==> config.mk <==
export PLATFORM = sky130hd
export DESIGN_NAME = mem_arbiter
export DESIGN_NICKNAME = d
export VERILOG_FILES = /design/src/rtl/mem_arbiter.sv
export SDC_FILE = /design/constraint.sdc
export NUM_CORES = 1
export LEC_CHECK = 0
export ABC_CLOCK_PERIOD_IN_PS = 2300
export CORE_AREA = 2 2 85 87
export CTS_CLUSTER_DIAMETER = 50
export DETAILED_ROUTE_END_ITERATION = 8
export DIE_AREA = 0 0 87 89
export PLACE_DENSITY_LB_ADDON = 0.15
export REMOVE_ABC_BUFFERS = 1
export SLEW_MARGIN = 40
export SYNTH_ARGS = -nofsm -noshare
export SYNTH_HDL_FRONTEND = slang
export SYNTH_SLANG_ARGS = --single-unit
export TNS_END_PERCENT = 30
==> constraint.sdc <==
create_clock -name clk -period 2.3 [get_ports clk]
set_clock_uncertainty 0.05 [all_clocks]
set_input_delay 0.23 -clock clk [delete_from_list [all_inputs] [get_ports clk]]
set_output_delay 0.23 -clock clk [all_outputs]
set_load 0.05 [all_outputs]
==> src/rtl/mem_arbiter.sv <==
// mem_arbiter: three-port round-robin arbiter with lock, sharing one 1-cycle-latency memory
//   clk, rst_n               system clock, asynchronous active-low reset
//   reqN_i/weN_i/lockN_i     per-port request, write select, keep-ownership
//   addrN_i/wdataN_i         per-port address and write data
//   gntN_o                   combinational grant; the access happens this cycle
//   rvalidN_o                registered; rdata_o holds this port's read result
//   rdata_o                  shared read return, mirrors mem_rd_data_i
//   mem_*                    single-port memory interface
module mem_arbiter #(
  parameter int WIDTH = 16
) (
  input  logic             clk,
  input  logic             rst_n,
  input  logic             req0_i,
  input  logic             req1_i,
  input  logic             req2_i,
  input  logic             we0_i,
  input  logic             we1_i,
  input  logic             we2_i,
  input  logic             lock0_i,
  input  logic             lock1_i,
  input  logic             lock2_i,
  input  logic [15:0]      addr0_i,
  input  logic [15:0]      addr1_i,
  input  logic [15:0]      addr2_i,
  input  logic [WIDTH-1:0] wdata0_i,
  input  logic [WIDTH-1:0] wdata1_i,
  input  logic [WIDTH-1:0] wdata2_i,
  output logic             gnt0_o,
  output logic             gnt1_o,
  output logic             gnt2_o,
  output logic             rvalid0_o,
  output logic             rvalid1_o,
  output logic             rvalid2_o,
  output logic [WIDTH-1:0] rdata_o,
  output logic [15:0]      mem_wr_addr_o,
  output logic [15:0]      mem_rd_addr_o,
  output logic             mem_wr_enable_o,
  output logic [WIDTH-1:0] mem_wr_data_o,
  input  logic [WIDTH-1:0] mem_rd_data_i
);
  // 4-entry vectors so a 2-bit port index can never select out of range
  logic [3:0]       req_v, we_v, lock_v;
  logic [1:0]       ptr_q, ptr_d, ptr_e, p1, p2, win, own_q, own_d;
  logic             own_vld_q, own_vld_d, hold, any;
  logic [2:0]       gnt, rvalid_q, rvalid_d;
  logic [15:0]      addr_w;
  logic [WIDTH-1:0] wdata_w;
  assign req_v  = {1'b0, req2_i, req1_i, req0_i};
  assign we_v   = {1'b0, we2_i, we1_i, we0_i};
  assign lock_v = {1'b0, lock2_i, lock1_i, lock0_i};
  always_comb begin
    ptr_e     = ptr_q == 2'd3 ? 2'd0 : ptr_q;
    p1        = ptr_e == 2'd2 ? 2'd0 : ptr_e + 2'd1;
    p2        = p1 == 2'd2 ? 2'd0 : p1 + 2'd1;
    // an owner that dropped its request loses priority in this same cycle
    hold      = own_vld_q && req_v[own_q];
    any       = rst_n && |req_v[2:0];
    win       = hold ? own_q : req_v[ptr_e] ? ptr_e : req_v[p1] ? p1 : p2;
    gnt       = {any && win == 2'd2, any && win == 2'd1, any && win == 2'd0};
    addr_w    = !any ? 16'd0 : win == 2'd2 ? addr2_i : win == 2'd1 ? addr1_i : addr0_i;
    wdata_w   = !any ? '0 : win == 2'd2 ? wdata2_i : win == 2'd1 ? wdata1_i : wdata0_i;
    ptr_d     = !any ? ptr_e : win == 2'd2 ? 2'd0 : win + 2'd1;
    own_vld_d = any ? lock_v[win] : hold;
    own_d     = any ? win : own_q;
    rvalid_d  = any && !we_v[win] ? gnt : 3'b000;
  end
  always_ff @(posedge clk or negedge rst_n) begin
    if (!rst_n) begin
      ptr_q     <= 2'd0;
      own_q     <= 2'd0;
      own_vld_q <= 1'b0;
      rvalid_q  <= 3'b000;
    end else begin
      ptr_q     <= ptr_d;
      own_q     <= own_d;
      own_vld_q <= own_vld_d;
      rvalid_q  <= rvalid_d;
    end
  end
  assign gnt0_o          = gnt[0];
  assign gnt1_o          = gnt[1];
  assign gnt2_o          = gnt[2];
  assign rvalid0_o       = rvalid_q[0];
  assign rvalid1_o       = rvalid_q[1];
  assign rvalid2_o       = rvalid_q[2];
  assign rdata_o         = mem_rd_data_i;
  assign mem_wr_addr_o   = addr_w;
  assign mem_rd_addr_o   = addr_w;
  assign mem_wr_data_o   = wdata_w;
  assign mem_wr_enable_o = any && we_v[win];
endmodule

---- After elaboration in Yosys (flattened, before gate mapping) ----
Cells that the tools add are included.
operators by class
  add/sub/neg operators ................... 3
  order comparisons ....................... 4
  equal/unequal tests ..................... 5
  multiplexer cells ....................... 26
  reductions and logical operators ........ 10
operators with widths
  operator             number
  $mux 16              6
  $mux 2               8
  $lt 2x3->1 const B   4
  $bmux 1 s2           5
  $eq 2x2->1 const B   4
  $logic_and 1x1->1    7
  $add 2x1->2 const B  3
  $mux 1               6
  $mux 3               1
  $reduce_or 3->1      1
  $eq 2x1->1 const B   1
  $logic_not 2->1      1
  $logic_not 1->1      1
storage, ports and cells
  register bits ........................... 8
  bits of input ports ..................... 123
  output and inout port bits .............. 71
  logic and storage cells ................. 52

---- Longest topological paths before layout ----
Gate-level depths: netlist of run 1.
  depth after elaboration ................. 14
  gate-level depth with buffers ........... 10
  depth with buffers taken out ............ 8

---- Worst setup path after synthesis of run 1 ----
OpenSTA, ideal clock, no wires.
  path kind ............................... reg2out
  start ................................... register ptr_q[1]
  end ..................................... output mem_wr_addr_o[11]
  arrival time ............................ 3011 ps
  data required time ...................... 2020 ps
  setup slack ............................. -991 ps
  stages on the path, launching flop included .. 11
  path buffers ............................ 2
  cell sequence ........................... dfrtp_1 inv_1 ha_1 mux2i_1 o2111ai_1 o2bb2ai_2 nor3_2 clkbuf_1 o21ai_0 a21oi_1 buf_4
on the way
  cells in the longest elaborated chain, start to end .. 13
  elaborated cells between the ends (all ways) .. 20
  those cells by class .................... add/sub: 2; eq/ne: 5; mux: 13
ends and longest elaborated chain
  element                                           line    source
  from (decl)                                       44      logic [1:0] ptr_q, ptr_d, ptr_e, p1, p2, win, own_q, own_d;
  from (signal assigned)                            75      ptr_q <= ptr_d;
  $eq 2x2->1                                        53      ptr_e = ptr_q == 2'd3 ? 2'd0 : ptr_q;
  $mux 2 *                                          53
  $add 2x1->2 / $eq 2x2->1 (equally long branches)  54      p1 = ptr_e == 2'd2 ? 2'd0 : ptr_e + 2'd1;
  $mux 2                                            54
  $add 2x1->2 (tied with other cells)               55      p2 = p1 == 2'd2 ? 2'd0 : p1 + 2'd1;
  $mux 2 / $mux 1 (equally long branches)           55, 59
  $mux 2                                            59      win = hold ? own_q : req_v[ptr_e] ? ptr_e : req_v[p1] ? p1 : p2;
  $mux 2 * (2 in a row)                             59
  $eq 2x1->1                                        61      addr_w = !any ? 16'd0 : win == 2'd2 ? addr2_i : win == 2'd1 ? addr1_i : addr0_i;
  $mux 16                                           61
  $mux 16 * (2 in a row)                            61
  to (decl)                                         36      output logic [15:0] mem_wr_addr_o,
Mark *: on every way between the ends. The rest lies on a longest branch, timed or not. The select of a mux whose other input is x is not followed.

---- Worst setup path in the final report of run 1 ----
  start ................................... register ptr_q[1]
  end ..................................... output mem_wr_addr_o[14]
Same word-level chain as after synthesis.

==> results of run 1 <==
## power breakdown
group / switching (uW) / internal (uW) / leakage (uW) / total, uW
logic: 4250 / 4010 / 0.00156 / 8260
clock network: 56.0 / 113 / 0.0000216 / 169
registers: 31.5 / 193 / 0.000104 / 225
## per-stage QoR
| step | cells | setup TNS (ns) | total power [uW] |
|---|---|---|---|
| after detailed placement | 458 | -24.26 | 7690 |
| after CTS | 467 | -27.78 | 8430 |
| final | 470 | -26.98 | 8660 |
| after floorplan | 166 | -98.85 | 3700 |
| after global placement | 458 | -21.72 | 7670 |
| after global routing | 470 | -33.96 | 9070 |
## worst register-to-register path: stages (launching register included)
cell and delay, ns:
dfrtp_1 0.38, inv_2 0.08, ha_4 0.17, mux2i_4 0.24, o21a_1 0.23, and4b_4 0.34, or2_1 0.18, nor3_1 0.06
buf_4 0.15, buf_4 0.13, and3_1 0.17
## state kept, by name, summed over array words and instances, names as in the netlist
| signal | count |
|---|---|
| ptr_q | 2 |
| own_q | 2 |
| rvalid_q | 3 |
| own_vld_q | 1 |
## path summary, 6_finish.rpt
| check | from | to | cells past startpoint |
|---|---|---|---|
| setup / recovery | ptr_q[1]$_DFF_PN0_ | mem_wr_addr_o[14] | 12 |
| hold / removal | rst_n | rvalid_q[1]$_DFF_PN0_ | 2 |
| setup reg to reg | ptr_q[1]$_DFF_PN0_ | rvalid_q[1]$_DFF_PN0_ | 10 |
| hold reg to reg | own_q[0]$_DFFE_PN0P_ | own_q[0]$_DFFE_PN0P_ | 2 |
| max in group asynchronous | rst_n | rvalid_q[2]$_DFF_PN0_ | 2 |
| min in group clk | mem_rd_data_i[3] | rdata_o[3] | 0 |
## metal layers
layer / wire length, um / part of all wire / vias up / global-route usage
met4: 61 / 0.0067 / 0 / 0.0185
li1: - / - / 1133 / -
met1: 3300 / 0.36 / 1154 / 0.248
met3: 743 / 0.082 / 6 / 0.0877
met2: 4980 / 0.55 / 106 / 0.412
met5: 0 / 0 / - / 0
## what timing repair did
action / CTS / global route
cloned: 1 / 1
setup endpoints to repair: 56 / 56
setup buffers: 7 / 3
gates resized for setup: 39 / 15
pin swaps: 23 / 14
## cells in the final DEF, fill, tap and decap left out, types with 3 or more instances in the layout
cell	n
a21o_1	4
a21oi_1	21
a21oi_2	12
a22oi_1	13
a22oi_2	20
buf_12	58
buf_4	47
buf_6	4
clkbuf_8	3
clkdlybuf4s50_1	108
dfrtp_1	8
nand2_1	6
nor3_1	3
o21ai_0	19
o21ai_1	15
## area by class of cell
type                    instances  area, um^2
well taps                      80         100
inverters                       3        11.3
multi-input cells             155        1290
clock buffers                   3        41.3
flip-flops and latches          8         200
repair buffers                221        2720
fillers                       535        2360
## kinds of logic (layout without fill, tap and decap cells)
kind of cell | Yosys count | count (layout) | share of synthesized area
adder cells (fa/ha/maj) | 3 | 3 | 0.0235
multiplexers | 4 | 4 | 0.0259
flip-flops | 8 | 8 | 0.125
buffers and inverters | 52 | 227 | 0.210
AO/OA/AOI/OAI | 121 | 121 | 0.509
AND/OR/NAND/NOR | 27 | 27 | 0.106
==> impl_metrics.tcl, run 1 <==
set metrics [dict create \
    status "finished, violations left" \
    failed_checks "negative setup slack" \
    route.detailed.drc 0 \
    cts.sinks 8 \
    cp.required_ns 2.02 \
    firstDrtPassIters 4 \
    slew_headroom 0.661 \
    yosysTopAreaCell "a22oi_1" \
    syn_inst 215 \
    grt_pass1_wl_um 13300 \
    initialDrtViolationCount 109 \
    post_dp_cell_area_um2 3990 \
    path_delay_family "buffers and inverters" \
    syn_area_um2 1600 \
    hold_class "in2async" \
    core_um2 6720 \
    cp-end-kind "output port" \
    grt_start_max_net_pins 41 \
    dp_hpwl_um 7020 \
    crit_slowest_cell "dfrtp_1" \
    hold_violations 0 \
    ioPinCount 194 \
    clockRootBuffer "clkbuf_8" \
    critical_path_buf_inv_count 5 \
    synth.area.top_cells "a22oi_1, buf_4, dfrtp_1" \
    grtUsageTotal 0.222 \
    synth_seq_area_share 0.125 \
    power.density_nw_per_um2 1980 \
    finalSetupViolations 52 \
    drv_cap 0 \
    routabilityCongestion 0.789 \
    antenna_found_initial 0 \
    synth_seq_cells 8 \
    reg2reg_slack_ns 0.01 \
    fin_crit_sh 1.26 \
    final_cell_area_um2 4360 \
    cts_buffer_depth 2 \
    cts_tree "yes" \
    yosysUniqueCellTypes 44 \
    fin_ws_ns -0.590 \
    die_w_um 87 \
    area_growth_pct 173 \
    fin_nets 518 \
    grt_pass1_vias 2677 \
    hold_buffers 0 \
    cts_buffers 3 \
    synthFlopType "dfrtp_1" \
    worst_slew_pin_slew_ns 0.507 \
    n_antenna_cell 0 \
    gr-total-overflow 0 \
    startpoint_type "register" \
    start_util 0.238 \
    avgSynthCellArea_um2 7.43 \
    dpl_worst_slack_ns -0.520 \
    port_buffers 161 \
    power.leakage_uw 0.00169 \
    vias_per_cell 5.10 \
    routedWlPerCell_um 19.3 \
    critical_path_arrival_ns 2.61 \
    fmax_ghz 0.346 \
    timing.hold.ws_ns 0.378 \
    crit_type "reg2out" \
    synth-edff-count 0 \
    crit_path_max_incr_delay_ns 0.38 \
    fin_crit_ns 2.89 \
    synthMostInstantiatedCell "a22oi_1" \
    layout-drive-gt1-share 0.433 \
    die_h_um 89 \
    rsz0062_at_grt "yes" \
    slew_viol_final 0 \
    worstPathMaxFanout 12 \
    ys_warn_count 0 \
    insertion_delay_ns 0.23 \
    vias 2399 \
    clk_pin_slew_worst_paths_ns 0.04 \
    fin_util 0.649 \
    path_cells "inv_2 -> ha_4 -> mux2i_4 -> o21a_1 -> and4b_4 -> nor3_4 -> buf_6 -> buf_12 -> a22oi_1 -> a21oi_2 -> buf_4 -> buf_12" \
    synth_top_area_share 0.155 \
    final_antenna_net_count 0 \
    crit_top_cell "buf_12" \
    ys_async_sr_fraction 1.00 \
    htree_levels 1 \
    synth_commonest_cells "a22oi_1, buf_4, a21oi_1" \
    drt_wl_total_um 9090 \
    num_rows 30 \
    ir_worst_vdd_v 0.00129 \
    die_area_um2 7740 \
]
Note: power is estimated with default switching activity, not from simulation.
==> inputs of run 2 (changes only) <==
--- a/config.mk
+++ b/config.mk
@@ -6,10 +6,13 @@
 export NUM_CORES = 1
 export LEC_CHECK = 0
 export ABC_CLOCK_PERIOD_IN_PS = 2300
-export CORE_AREA = 2 2 85 87
+export CELL_PAD_IN_SITES_DETAIL_PLACEMENT = 1
+export CELL_PAD_IN_SITES_GLOBAL_PLACEMENT = 2
+export CORE_AREA = 2 2 130 132
 export CTS_CLUSTER_DIAMETER = 50
+export CTS_CLUSTER_SIZE = 14
 export DETAILED_ROUTE_END_ITERATION = 8
-export DIE_AREA = 0 0 87 89
+export DIE_AREA = 0 0 132 134
 export PLACE_DENSITY_LB_ADDON = 0.15
 export REMOVE_ABC_BUFFERS = 1
 export SLEW_MARGIN = 40
==> impl_metrics.tcl, run 2 (synthesized netlist as in run 1, its figures left out) <==
set metrics [dict create \
    die_area_um2 17700 \
    gr-total-overflow 0 \
    slew_viol_final 0 \
    cts.sinks 8 \
    critical_path_buf_inv_count 4 \
    initialDrtViolationCount 54 \
    fin_crit_ns 3.01 \
    grt_pass1_vias 2930 \
    fin_nets 547 \
    finalSetupViolations 52 \
    drt_wl_total_um 10900 \
    crit_slowest_cell "dfrtp_1" \
    path_cells "buf_6 -> ha_4 -> mux2i_4 -> o21a_4 -> and4b_4 -> nor3_4 -> buf_4 -> clkbuf_16 -> a22oi_1 -> a21oi_2 -> buf_12" \
    insertion_delay_ns 0.23 \
    grt_start_max_net_pins 23 \
    crit_type "reg2out" \
    die_h_um 134 \
    wl_met2_um 5840 \
    crit_path_max_incr_delay_ns 0.40 \
    port_buffers 161 \
    vias_per_cell 3.90 \
    layout-drive-gt1-share 0.487 \
    rsz0062_at_grt "yes" \
    vias 2496 \
    slew_headroom 0.666 \
    clockRootBuffer "clkbuf_16" \
    drv_cap 0 \
    path_delay_family "buffers and inverters" \
    regMostFlops "rvalid_q" \
    firstDrtPassIters 4 \
    num_rows 47 \
    met3WireLength_um 885 \
    fin_ws_ns -0.705 \
    dpl_worst_slack_ns -0.649 \
    grtUsageTotal 0.119 \
    core_um2 16300 \
    ir_worst_vdd_v 0.000840 \
    routedWlPerCell_um 17.1 \
    die_w_um 132 \
    power.leakage_uw 0.00187 \
    met1_length_um 4180 \
    final_antenna_net_count 0 \
    cp-end-kind "output port" \
    area_growth_pct 207 \
    startpoint_type "register" \
    tns_ns -31.75 \
    final_cells 640 \
    routabilityCongestion 0.748 \
    dp_cells 615 \
    cts_buffers 3 \
    final_cell_mix "clkdlybuf4s50_1, buf_4, buf_12" \
    hold_violations 0 \
    worstPathMaxFanout 6 \
    hold_class "in2async" \
    reg_top3 "rvalid_q: 3 flops, own_q: 2 flops, ptr_q: 2 flops" \
    startpoint "ptr_q[0]$_DFF_PN0_" \
    status "finished, violations left" \
    final_common_cell "clkdlybuf4s50_1" \
    cts_tree "yes" \
    antenna_found_initial 1 \
    fin_crit_sh 1.31 \
    clk_pin_slew_worst_paths_ns 0.04 \
    route.detailed.drc 0 \
    worst_slew_pin_slew_ns 0.500 \
    failed_checks "negative setup slack" \
    dp_hpwl_um 8730 \
    cts_buffer_depth 2 \
    nFillCells 1841 \
    grt_pass1_wl_um 16700 \
    timing.rr.start "ptr_q[0]$_DFF_PN0_" \
    fmax_ghz 0.333 \
    htree_levels 1 \
    dr.max_layer_used "met4" \
    ioPinCount 194 \
    power.density_nw_per_um2 1970 \
    largest_reg_flops 3 \
    cp.required_ns 2.02 \
    critical_path_arrival_ns 2.73 \
    start_util 0.0980 \
]
run 2: cell type report:
class,count,area [um^2],share of cell area
Timing Repair Buffer,249,2990,0.609
Multi-Input combinational cell,156,1350,0.276
Antenna cell,1,2.50,0.000510
Clock buffer,3,75.1,0.0153
Inverter,3,11.3,0.00230
Tap cell,220,275,0.0561
Sequential cell,8,200,0.0408
run 2: stage by stage:
step	total power, uW	hold WS, ns	cell area (um^2)	util
3_5_place_dp	8140	0.411	4290	0.263
4_1_cts	9380	0.411	4730	0.290
3_3_place_gp	8160	0.411	4290	0.263
6_report	9670	0.407	4910	0.301
5_1_grt	10300	0.410	4910	0.301
2_1_floorplan	3700	-0.116	1270	-
run 2: worst paths after layout:
check / endpoint / slack (ns) / cells after the start
setup / recovery: mem_rd_addr_o[12] / -0.71 / 11
hold / removal: rvalid_q[1]$_DFF_PN0_ / 0.41 / 2
setup reg to reg: rvalid_q[1]$_DFF_PN0_ / 0.01 / 11
hold reg to reg: own_q[0]$_DFFE_PN0P_ / 0.56 / 2
max in group asynchronous: own_vld_q$_DFF_PN0_ / 1.66 / 2
min in group clk: rdata_o[0] / 0.41 / 0
run 2: routing by layer:
metal,GRT usage,up-vias
li1,-,1198
met1,0.140,1189
met2,0.217,105
met3,0.0378,4
met4,0.0175,0
met5,0,-
run 2: report_power, final:
part	internal [uW]	leakage [uW]	switching, uW
registers	194	0.000104	34.3
logic	4630	0.00173	4530
clock network	224	0.0000370	64.4
total	5040	0.00187	4630
run 2: repair_timing:
item | CTS | global route
endpoints found under the setup margin | 55 | 57
pin swaps | 13 | 14
gates cloned | 1 | 2
setup buffers | 17 | 4
hold buffers | 0 | 0
resized for setup | 48 | 31
==> inputs of run 3 (changes only) <==
==> config.mk (replaced) <==
export PLATFORM = sky130hd
export DESIGN_NAME = mem_arbiter
export DESIGN_NICKNAME = d
export VERILOG_FILES = /design/src/rtl/mem_arbiter.sv
export SDC_FILE = /design/constraint.sdc
export NUM_CORES = 1
export LEC_CHECK = 0
export ABC_CLOCK_PERIOD_IN_PS = 3600
export CELL_PAD_IN_SITES_DETAIL_PLACEMENT = 1
export CELL_PAD_IN_SITES_GLOBAL_PLACEMENT = 2
export CORE_AREA = 2 2 119 121
export CTS_CLUSTER_DIAMETER = 50
export CTS_CLUSTER_SIZE = 14
export DETAILED_ROUTE_END_ITERATION = 8
export DIE_AREA = 0 0 121 123
export PLACE_DENSITY_LB_ADDON = 0.15
export REMOVE_ABC_BUFFERS = 1
export SLEW_MARGIN = 40
export SYNTH_ARGS = -nofsm -noshare
export SYNTH_HDL_FRONTEND = slang
export SYNTH_SLANG_ARGS = --single-unit
export TNS_END_PERCENT = 20
==> constraint.sdc (replaced) <==
create_clock -name clk -period 3.6 [get_ports clk]
set_clock_uncertainty 0.05 [all_clocks]
set_input_delay 0.36 -clock clk [delete_from_list [all_inputs] [get_ports clk]]
set_output_delay 0.36 -clock clk [all_outputs]
set_load 0.05 [all_outputs]
==> impl_metrics.tcl, run 3 (synthesized netlist as in run 1, its figures left out) <==
set metrics [dict create \
    status "finished clean" \
    final_cells 537 \
    clk_pin_slew_worst_paths_ns 0.04 \
    tns_ns 0 \
    fmax_ghz 0.299 \
    path_cells "clkdlybuf4s50_1 -> mux2_2 -> a21oi_4 -> a2bb2oi_2 -> o21a_2 -> buf_4 -> a22oi_1 -> a21oi_1 -> buf_12" \
    route.detailed.drc 0 \
    die_area_um2 14900 \
    post_cts.repair.setup_buffers 0 \
    layout-drive-gt1-share 0.275 \
    crit_path_max_incr_delay_ns 0.55 \
    cts_tree "yes" \
    grt_pass1_wl_um 14500 \
    slew_viol_final 0 \
    die_h_um 123 \
    power.density_nw_per_um2 1230 \
    startpoint_type "primary input" \
    fin_crit_ns 3.34 \
    crit_slowest_cell "clkdlybuf4s50_1" \
    core_um2 13600 \
    routabilityCongestion 0.744 \
    ir_worst_vdd_v 0.000564 \
    hold_class "in2async" \
    port_buffers 161 \
    fin_nets 485 \
    area_growth_pct 148 \
    dp_hpwl_um 8120 \
    grt_pass1_vias 2555 \
    hold_violations 0 \
    finalSetupViolations 0 \
    path_delay_family "compound AO/OA/AOI/OAI gates" \
    routedWlPerCell_um 18.0 \
    cts_resized 0 \
    critical_path_buf_inv_count 3 \
    fin_util 0.291 \
    final_common_cell "clkdlybuf4s50_1" \
    dp_cells 534 \
    regMostFlops "rvalid_q" \
    start_util 0.117 \
    num_rows 43 \
    grt_start_max_net_pins 33 \
    cts_buffer_depth 2 \
    grtUsageTotal 0.126 \
    antenna_found_initial 0 \
    largest_reg_flops 3 \
    initialDrtViolationCount 61 \
    insertion_delay_ns 0.23 \
    cp-end-kind "output port" \
    final_antenna_net_count 0 \
    worstPathMaxFanout 9 \
    power.leakage_uw 0.00149 \
    ioPinCount 194 \
    crit_type "in2out" \
    cts_buffers 3 \
    die_w_um 121 \
    hold_buffers 0 \
    n_antenna_cell 0 \
    htree_levels 1 \
    rsz0062_at_grt "no" \
    final_cell_mix "clkdlybuf4s50_1, buf_12, a22oi_1" \
    critical_path_arrival_ns 2.93 \
    gr-total-overflow 0 \
    firstDrtPassIters 4 \
    fin_crit_sh 0.929 \
    drt_wl_total_um 9670 \
    reg_top3 "rvalid_q: 3 flops, own_q: 2 flops, ptr_q: 2 flops" \
    cts.sinks 8 \
    vias 2265 \
    slew_headroom 0.665 \
    cp.required_ns 3.19 \
    drv_cap 0 \
    worst_slew_pin_slew_ns 0.501 \
    vias_per_cell 4.22 \
    clockRootBuffer "clkbuf_16" \
]
## run 3: cell count changes in the layout (fill, tap and decap cells not counted), sizes merged
cell	before	now
diode	1	0
o21a	5	4
buf	138	79
clkbuf	5	3
## run 3: worst paths after layout
check	slack, ns	end	cells past startpoint	from
worst min register to register	0.46	own_q[0]$_DFFE_PN0P_	1	own_q[0]$_DFFE_PN0P_
worst min-delay path	0.39	ptr_q[0]$_DFF_PN0_	2	rst_n
min in group clk	0.46	own_q[0]$_DFFE_PN0P_	1	own_q[0]$_DFFE_PN0P_
max in group asynchronous	2.96	own_q[1]$_DFFE_PN0P_	2	rst_n
worst max register to register	1.09	own_vld_q$_DFF_PN0_	9	ptr_q[1]$_DFF_PN0_
worst max-delay path	0.26	mem_wr_data_o[0]	9	req2_i
## run 3: report_power, final
part | switching (uW) | internal, uW | total [uW]
Combinational | 2490 | 2040 | 4530
Sequential | 23.1 | 124 | 147
Clock | 41.8 | 143 | 185
## run 3: per-stage QoR
stage	worst slack, ns	hold slack, ns	total power, uW	area, um^2
2_1_floorplan	-1.04	0.0144	2370	1270
3_3_place_gp	0.223	0.456	4750	3880
3_5_place_dp	0.229	0.458	4750	3880
4_1_cts	0.220	0.399	4950	3960
5_1_grt	0.0600	0.420	5160	3960
6_report	0.255	0.387	4860	3960
## run 3: layer usage
layer	share of wire	global-route usage	up-vias
met1	0.38	0.145	1071
met2	0.49	0.217	125
li1	-	-	1067
met5	0	0	-
met4	0.0020	0.0102	0
met3	0.13	0.0664	2
## run 3: cell type report
class / instances / area, um^2
clock buffers: 3 / 75.1
inverters: 3 / 11.3
multi-input cells: 155 / 1090
well taps: 180 / 225
flip-flops and latches: 8 / 200
fillers: 1579 / 9650
repair buffers: 188 / 2360
## run 3: worst reg2reg max path: stages, from the launching register on
cell and delay, ns:
dfrtp_1 0.37, inv_1 0.08, ha_1 0.28, mux2i_1 0.26, o2111ai_1 0.21, a2bb2oi_2 0.35
o21a_2 0.32, buf_4 0.21, a21oi_1 0.09, a22oi_1 0.19
